[src/rtl/nibble_word_packer.sv]
// Packs a valid-qualified nibble stream MSB-first into words and buffers them in a FWFT FIFO.
// Optional macro NIBBLE_PACKER_PARITY_EN adds a stored even-parity bit per word (WORD_PAR).
module nibble_word_packer #(
    parameter int NIBBLES_PER_WORD = 8,
    parameter int FIFO_DEPTH       = 4,
    localparam int W   = 4 * NIBBLES_PER_WORD,
    localparam int PCW = $clog2(NIBBLES_PER_WORD),
    localparam int PW  = $clog2(FIFO_DEPTH),
    localparam int LW  = PW + 1
) (
    input  logic           CLK,
    input  logic           RESET,
    input  logic [3:0]     NIBBLE_IN,
    input  logic           NIBBLE_VALID,
    input  logic           FLUSH,
    output logic [W-1:0]   WORD_OUT,
    output logic           WORD_VALID,
    input  logic           WORD_READY,
    output logic [LW-1:0]  FIFO_LEVEL,
    output logic [PCW-1:0] PART_COUNT,
`ifdef NIBBLE_PACKER_PARITY_EN
    output logic           WORD_PAR,
`endif
    output logic           OVF_ERR
);

    localparam logic [PCW-1:0] LAST_SLOT = PCW'(NIBBLES_PER_WORD - 1);
    localparam logic [LW-1:0]  DEPTH_LVL = LW'(FIFO_DEPTH);

    logic [W-1:0]   part_word;
    logic [PCW-1:0] part_cnt;
    logic [W-1:0]   mem [FIFO_DEPTH];
    logic [PW-1:0]  rd_ptr, wr_ptr;
    logic [LW-1:0]  level;
    logic           ovf;

    logic [W-1:0]   merged;
    logic           push, pop, accept;

    // Unfilled slots of part_word are always zero, so OR-ing in the new nibble is enough.
    always_comb begin
        merged = part_word;
        if (NIBBLE_VALID)
            merged = part_word | (W'(NIBBLE_IN) << (4 * (NIBBLES_PER_WORD - 1 - int'(part_cnt))));
        push   = (NIBBLE_VALID && part_cnt == LAST_SLOT) ||
                 (FLUSH && (NIBBLE_VALID || part_cnt != '0));
        pop    = (level != '0) && WORD_READY;
        accept = push && ((level < DEPTH_LVL) || pop);
    end

    always_ff @(posedge CLK) begin
        if (RESET) begin
            part_word <= '0;
            part_cnt  <= '0;
            rd_ptr    <= '0;
            wr_ptr    <= '0;
            level     <= '0;
            ovf       <= 1'b0;
        end else begin
            if (push) begin
                part_word <= '0;
                part_cnt  <= '0;
            end else if (NIBBLE_VALID) begin
                part_word <= merged;
                part_cnt  <= part_cnt + PCW'(1);
            end
            if (accept)
                wr_ptr <= wr_ptr + PW'(1);
            if (pop)
                rd_ptr <= rd_ptr + PW'(1);
            if (push && !accept)
                ovf <= 1'b1;
            case ({accept, pop})
                2'b10:   level <= level + LW'(1);
                2'b01:   level <= level - LW'(1);
                default: level <= level;
            endcase
        end
    end

    // Storage needs no reset: the head is masked while the FIFO is empty.
    always_ff @(posedge CLK) begin
        if (!RESET && accept)
            mem[wr_ptr] <= merged;
    end

`ifdef NIBBLE_PACKER_PARITY_EN
    logic par_mem [FIFO_DEPTH];

    always_ff @(posedge CLK) begin
        if (!RESET && accept)
            par_mem[wr_ptr] <= ^merged;
    end

    assign WORD_PAR = (level != '0) ? par_mem[rd_ptr] : 1'b0;
`endif

    assign WORD_VALID = (level != '0);
    assign WORD_OUT   = WORD_VALID ? mem[rd_ptr] : '0;
    assign FIFO_LEVEL = level;
    assign PART_COUNT = part_cnt;
    assign OVF_ERR    = ovf;

endmodule

[config.mk]
export PLATFORM = sky130hd
export DESIGN_NAME = nibble_word_packer
export DESIGN_NICKNAME = d
export VERILOG_FILES = /design/src/rtl/nibble_word_packer.sv
export SDC_FILE = /design/constraint.sdc
export NUM_CORES = 1
export LEC_CHECK = 0
export CAP_MARGIN = 5
export CORE_MARGIN = 2
export CORE_UTILIZATION = 58
export CTS_BUF_LIST = sky130_fd_sc_hd__clkbuf_16
export DETAILED_ROUTE_END_ITERATION = 10
export PLACE_DENSITY = 0.9
export RECOVER_POWER = 100
export SLEW_MARGIN = 20
export SYNTH_ARGS = -nofsm -noshare
export SYNTH_HDL_FRONTEND = slang
export SYNTH_SLANG_ARGS = --single-unit
[constraint.sdc]
create_clock -name CLK -period 6 [get_ports CLK]
set_clock_uncertainty 0.05 [all_clocks]
set_input_delay 1.2 -clock CLK [delete_from_list [all_inputs] [get_ports CLK]]
set_output_delay 1.2 -clock CLK [all_outputs]
set_load 0.03 [all_outputs]
# Word level (Yosys, flattened, before mapping)
# Memory sizes are Yosys's and may differ from the RTL's. A register that Yosys moved wholly into a read port is not among the register bits.
# Index checks and enable logic that the tools add are counted.
[totals]
word_cells = 41
n_memories = 1
reg_bits = 43
out_inout_bits = 40
mem_bits_rw = 128
[op_classes]
n_shift = 1
n_eq_ne = 3
add_sub_neg = 6
bitwise_logic = 1
order_cmp = 1
muxes = 7
reduce_logical = 15
[mem_list]
columns = ["memory", "depth", "word_bits", "read_ports", "rd_ports_with_merged_regs", "write_ports", "line_no", "rtl"]
rows = [
  ["mem", 4, 32, 1, 1, 1, "32", "logic [W-1:0] mem [FIFO_DEPTH];"],
]
[ops]
columns = ["operator", "n"]
rows = [
  ["two-way mux 32 bit", 2],
  ["OR 32 bit", 1],
  ["left shift 4 x 32 -> 32 bit", 1],
  ["adder 3 x 1 -> 3 bit (second input constant)", 2],
  ["logical AND 1 bit", 6],
  ["case mux 3 bit (2 select lines)", 1],
  ["nonzero test 3 bit", 2],
  ["adder 2 x 1 -> 2 bit (second input constant)", 2],
  ["two-way mux 2 bit", 2],
  ["subtractor 3 x 3 -> 4 bit (first input constant)", 1],
  ["== test 3 bit (second input constant)", 1],
  ["logical OR 1 bit", 3],
  ["less-than comparator 3 bit (second input constant)", 1],
  ["subtractor 3 x 1 -> 3 bit (second input constant)", 1],
  ["== test 2 x 1 -> 1 bit (second input constant)", 1],
  ["== test 2 bit (second input constant)", 1],
  ["logical NOT 1 bit", 2],
  ["two-way mux 1 bit", 2],
  ["nonzero test 2 bit", 1],
  ["OR reduction 2 bit", 1],
]

# Longest topological paths before layout
[depth]
depth_word = 8
ltp_mapped = 11
ltp_nobuf = 11

# Worst setup path before layout
# OpenSTA, ideal clock, no wires.
[synth_timing]
path_kind = "input to register"
from = "input port NIBBLE_VALID"
to = "memory mem[1][0] (netlist name) (enable)"
arrival_ns = 4.071
stages = 4
t_required_ns = 5.482
path_slack_ns = 1.411
setup_ns = 0.468
cell_sequence = "a21oi_1 > nor3_4 > inv_1 > nor3b_1"
[synth_via]
elab_chain_len = 7
elab_cells_between_ends = 8
[synth_rtl]
columns = ["element", "line_no", "rtl"]
rows = [
  ["start, declared", "14", "input logic NIBBLE_VALID,"],
  ["logical OR 1 bit", "46", "(FLUSH && (NIBBLE_VALID || part_cnt != '0));"],
  ["logical AND 1 bit", "46", ""],
  ["logical OR 1 bit (*)", "45", "push = (NIBBLE_VALID && part_cnt == LAST_SLOT) ||"],
  ["logical AND 1 bit (*)", "48", "accept = push && ((level < DEPTH_LVL) || pop);"],
  ["logical AND 1 bit (*)", "83", "if (!RESET && accept)"],
  ["two-way mux 1 bit (*)", "83", ""],
  ["two-way mux 1 bit (not written as such) (*)", "84", "mem[wr_ptr] <= merged;"],
  ["end, declared", "32", ""],
]
# Every way passes the cells marked *; elsewhere a longest branch is shown, timed or not.

# Worst setup path in the final report
[layout_timing]
from = "input port NIBBLE_VALID"
to = "memory mem[1][6] (netlist name) (enable)"
# The elaborated chain is that of the path after synthesis.

==> metrics.md <==
| Metric | Value |
|---|---|
| CP top delay family | buffers and inverters |
| WL final | roughly 14 mm |
| Die area | 0.01250 mm² |
| Tmin final | around 4.9 ns |
| Kind of critical path | in2reg |
| Post-synthesis register bit count | 173 |
| Antenna viol nets, final | 0 |
| Final Instance Area | 0.007884 mm² |
| Ys Warns | 0 |
| Detailed placer's ending HPWL | about 7.3 mm |
| Critical path depth | 6 |
| Final net count | 464 |
| CP cell instances | dlygate4sd3_1 > a21oi_1 > nor3_1 > inv_1 > nor3b_1 > clkbuf_1 |
| Worst-Skew Late Latency | 0.41 ns |
| Worst VDD drop | 233.5 µV |
| Die X | approximately 110 µm |
| Post-Synthesis Cells | 390 |
| Initial antenna violation count | 0 |
| Crit end category | register |
| Post-synth top flop | edfxtp_1 |
| Worst hold stages | 1 |
| H-tree Lvls | 4 |
| DRC | 0 |
| Routed vias/inst | 5.993 |
| Core ar. | between 0.01 and 0.015 mm² |
| Post-CTS setup buffers | 0 |
| Worst R2R Setup Slack | 1.96 ns |
| CP bufs+invs | 3 |
| Share of the yosys chip area belonging to registers | roughly 70% |
| EDFF count, synth | 128 |
| Slew @ Worst Pin | around 2 ns |
| Syn nets | 408 |
| Gr usage total | 23.19% |
| Reg-to-reg startpoint | PART_COUNT[0] |
| Highest Clock Rate | 203.7 MHz |
| Worst hold endpoint | OVF_ERR |
| Final WS setup | 1.091 ns |
| Worst r2r dst | mem[1][6] |
| N_diodes | 0 |
| Vias in the first global route | approximately 3,800 |
| Port-buffer cells | 48 |
| Async SR Flop Fraction | 0% |
| Failing checks | max-capacitance violations, max-slew violations |
| I/O pin count | roughly 50 |
| Pleak | 2.985 nW |
| Resize count post-CTS | 0 |
| Status | finished with violations |
| RSZ-0062 raised after global routing | no |
| Vias post-DR | 3,596 |
| Clock transition at path regs | ~0.060 ns |
| Pin count of the biggest net entering global routing | 34 |
| Commonest non-fill, non-tap cells in the layout | 128 x edfxtp_1, 67 x nor2b_1, 44 x dfxtp_1 |
| Reg2Reg Depth | 7 |
| Synth Cell Area | 0.006740 mm² |
| Place WS | 2.013 ns |
| Slew margin rel. | -36.35% |
| Worst hold path startpoint | OVF_ERR |
| Delay of the slowest critical-path stage | 1.49 ns |
| Average size of a mapped cell | ~17 µm² |
| Unique masters post-synth | 31 |
| Final Cycle Share | 81.81% |
| Max-cap check violation count | 5 |
| Die Y | 111.8 µm |
| First-pass GRT wire length | ~21 mm |
| Crit-path slowest cell | clkbuf_1 |
| Placed Area | around 0.0074 mm² |
| Critical Path RT | 5.95 ns |
| Crit start category | primary input |
| Clock Sinks | 173 |
| Total CTS buffers | 17 |
| CTS tree | built |
| Worst min path class | reg2reg |
| Most common cell after layout, fill and taps aside | edfxtp_1 |
| Clk buf depth | 2 |
| Hold-fix buffers at CTS | 0 |
| Area Overhead vs Synth | 16.97% |
| Total power density per cell area | 429.2 mW/mm² |
| Largest fanout on the critical path | 30 |
| Root Buffer | clkbuf_16 |
| Final Setup Violations | 0 |
| Routed WL per cell | 22.92 µm |
| GRT Residual Overflow | 0 |
| Setup TNS | 0 ns |
| First-pass DRT Iterations | 5 |
| Max Slew Vio Count | 155 |
| Critical Path AT | ~4.9 ns |
| Initial Util | 59.28% |
| Final Hold Viols | 0 |
| Layout cell share with drive strength beyond 1 | around 14% |
| GPL Wtd Cong | roughly 0.75 |
| Std cell rows | 39 |
| DR iter-0 viols | 312 |
[synthesized netlist by cell type (all sizes together) (2+ instances only)]
library cell,n,area [µm²]
mux4,32,720.7
nor2b,67,419.2
dfxtp,45,900.9
edfxtp,128,3844
nor2,12,45.04
mux2i,3,30.03
a21o,32,240.2
clkbuf,5,18.77
nand2b,2,12.51
and3b,4,35.03
ha,8,100.1
buf,13,90.08
and3,4,25.02
nor3b,6,50.05
a21oi,3,15.01
inv,10,37.54
nor3,2,26.28
xor2,4,35.03
[sequential cells by signal (all words and copies together) (netlist names), named ones only]
name / count
PART_COUNT: 3
part_word: 32
OVF_ERR: 1
wr_ptr: 2
FIFO_LEVEL: 3
rd_ptr: 2
mem: 128
[worst max path at each step]
| stage | to | slack (ns) | start |
|---|---|---|---|
| floorplan | mem[1][0] | 1.41 | NIBBLE_VALID |
| global placement | FIFO_LEVEL[2] | 2.14 | NIBBLE_VALID |
| detailed placement | FIFO_LEVEL[2] | 2.01 | NIBBLE_VALID |
| CTS | WORD_OUT[11] | 1.65 | register |
| global route | WORD_OUT[11] | 0.77 | register |
| finish | mem[1][6] | 1.09 | NIBBLE_VALID |
[area by class of cell]
type | count | area [µm²]
well taps | 143 | 178.9
repair buffers | 55 | 518.0
fillers | 702 | 3486
multi-input cells | 189 | 1841
clock inverters | 13 | 137.6
inverters | 10 | 37.54
clock buffers | 17 | 425.4
flip-flops and latches | 173 | 4746
[layer usage]
metal  vias to the layer above  GRT usage (%)  part of all wire, %
met3                        32          6.206                  7.1
met1                      1818          27.79                   37
li1                       1569              -                    -
met5                         -              0                    0
met2                       177          39.19                   52
met4                         0          11.28                  3.3
[cells by family (layout without fill, tap and decap cells)]
| logic type | count (synthesis) | in the layout | synth area share [%] |
|---|---|---|---|
| AO/OA/AOI/OAI | 40 | 40 | 4.418 |
| XOR/XNOR | 5 | 5 | 0.6497 |
| adder cells (fa/ha/maj) | 9 | 9 | 1.782 |
| buffers and inverters | 28 | 95 | 2.172 |
| flip-flops | 173 | 173 | 70.39 |
| multiplexers | 36 | 36 | 11.30 |
| AND/OR/NAND/NOR | 99 | 99 | 9.282 |
[power breakdown]
group          internal, mW  switching (mW)  total [mW]  leakage (nW)
Combinational         0.412           0.505       0.917          1.16
Clock                 0.639           0.419        1.06         0.295
Sequential             1.32          0.0885        1.41          1.53
Total                  2.37            1.01        3.38          2.98
[stage by stage]
stage	power [mW]	cells	utilization [%]	hold WS (ns)
global route	3.505	600	69.34	0.4602
CTS	3.442	600	69.79	0.4465
global placement	2.364	570	64.84	0.4281
detailed placement	2.381	570	64.84	0.4239
finish	3.384	600	69.34	0.4466
floorplan	2.064	390	-	0.4307
No activity file was read; power rests on OpenSTA's default activity.
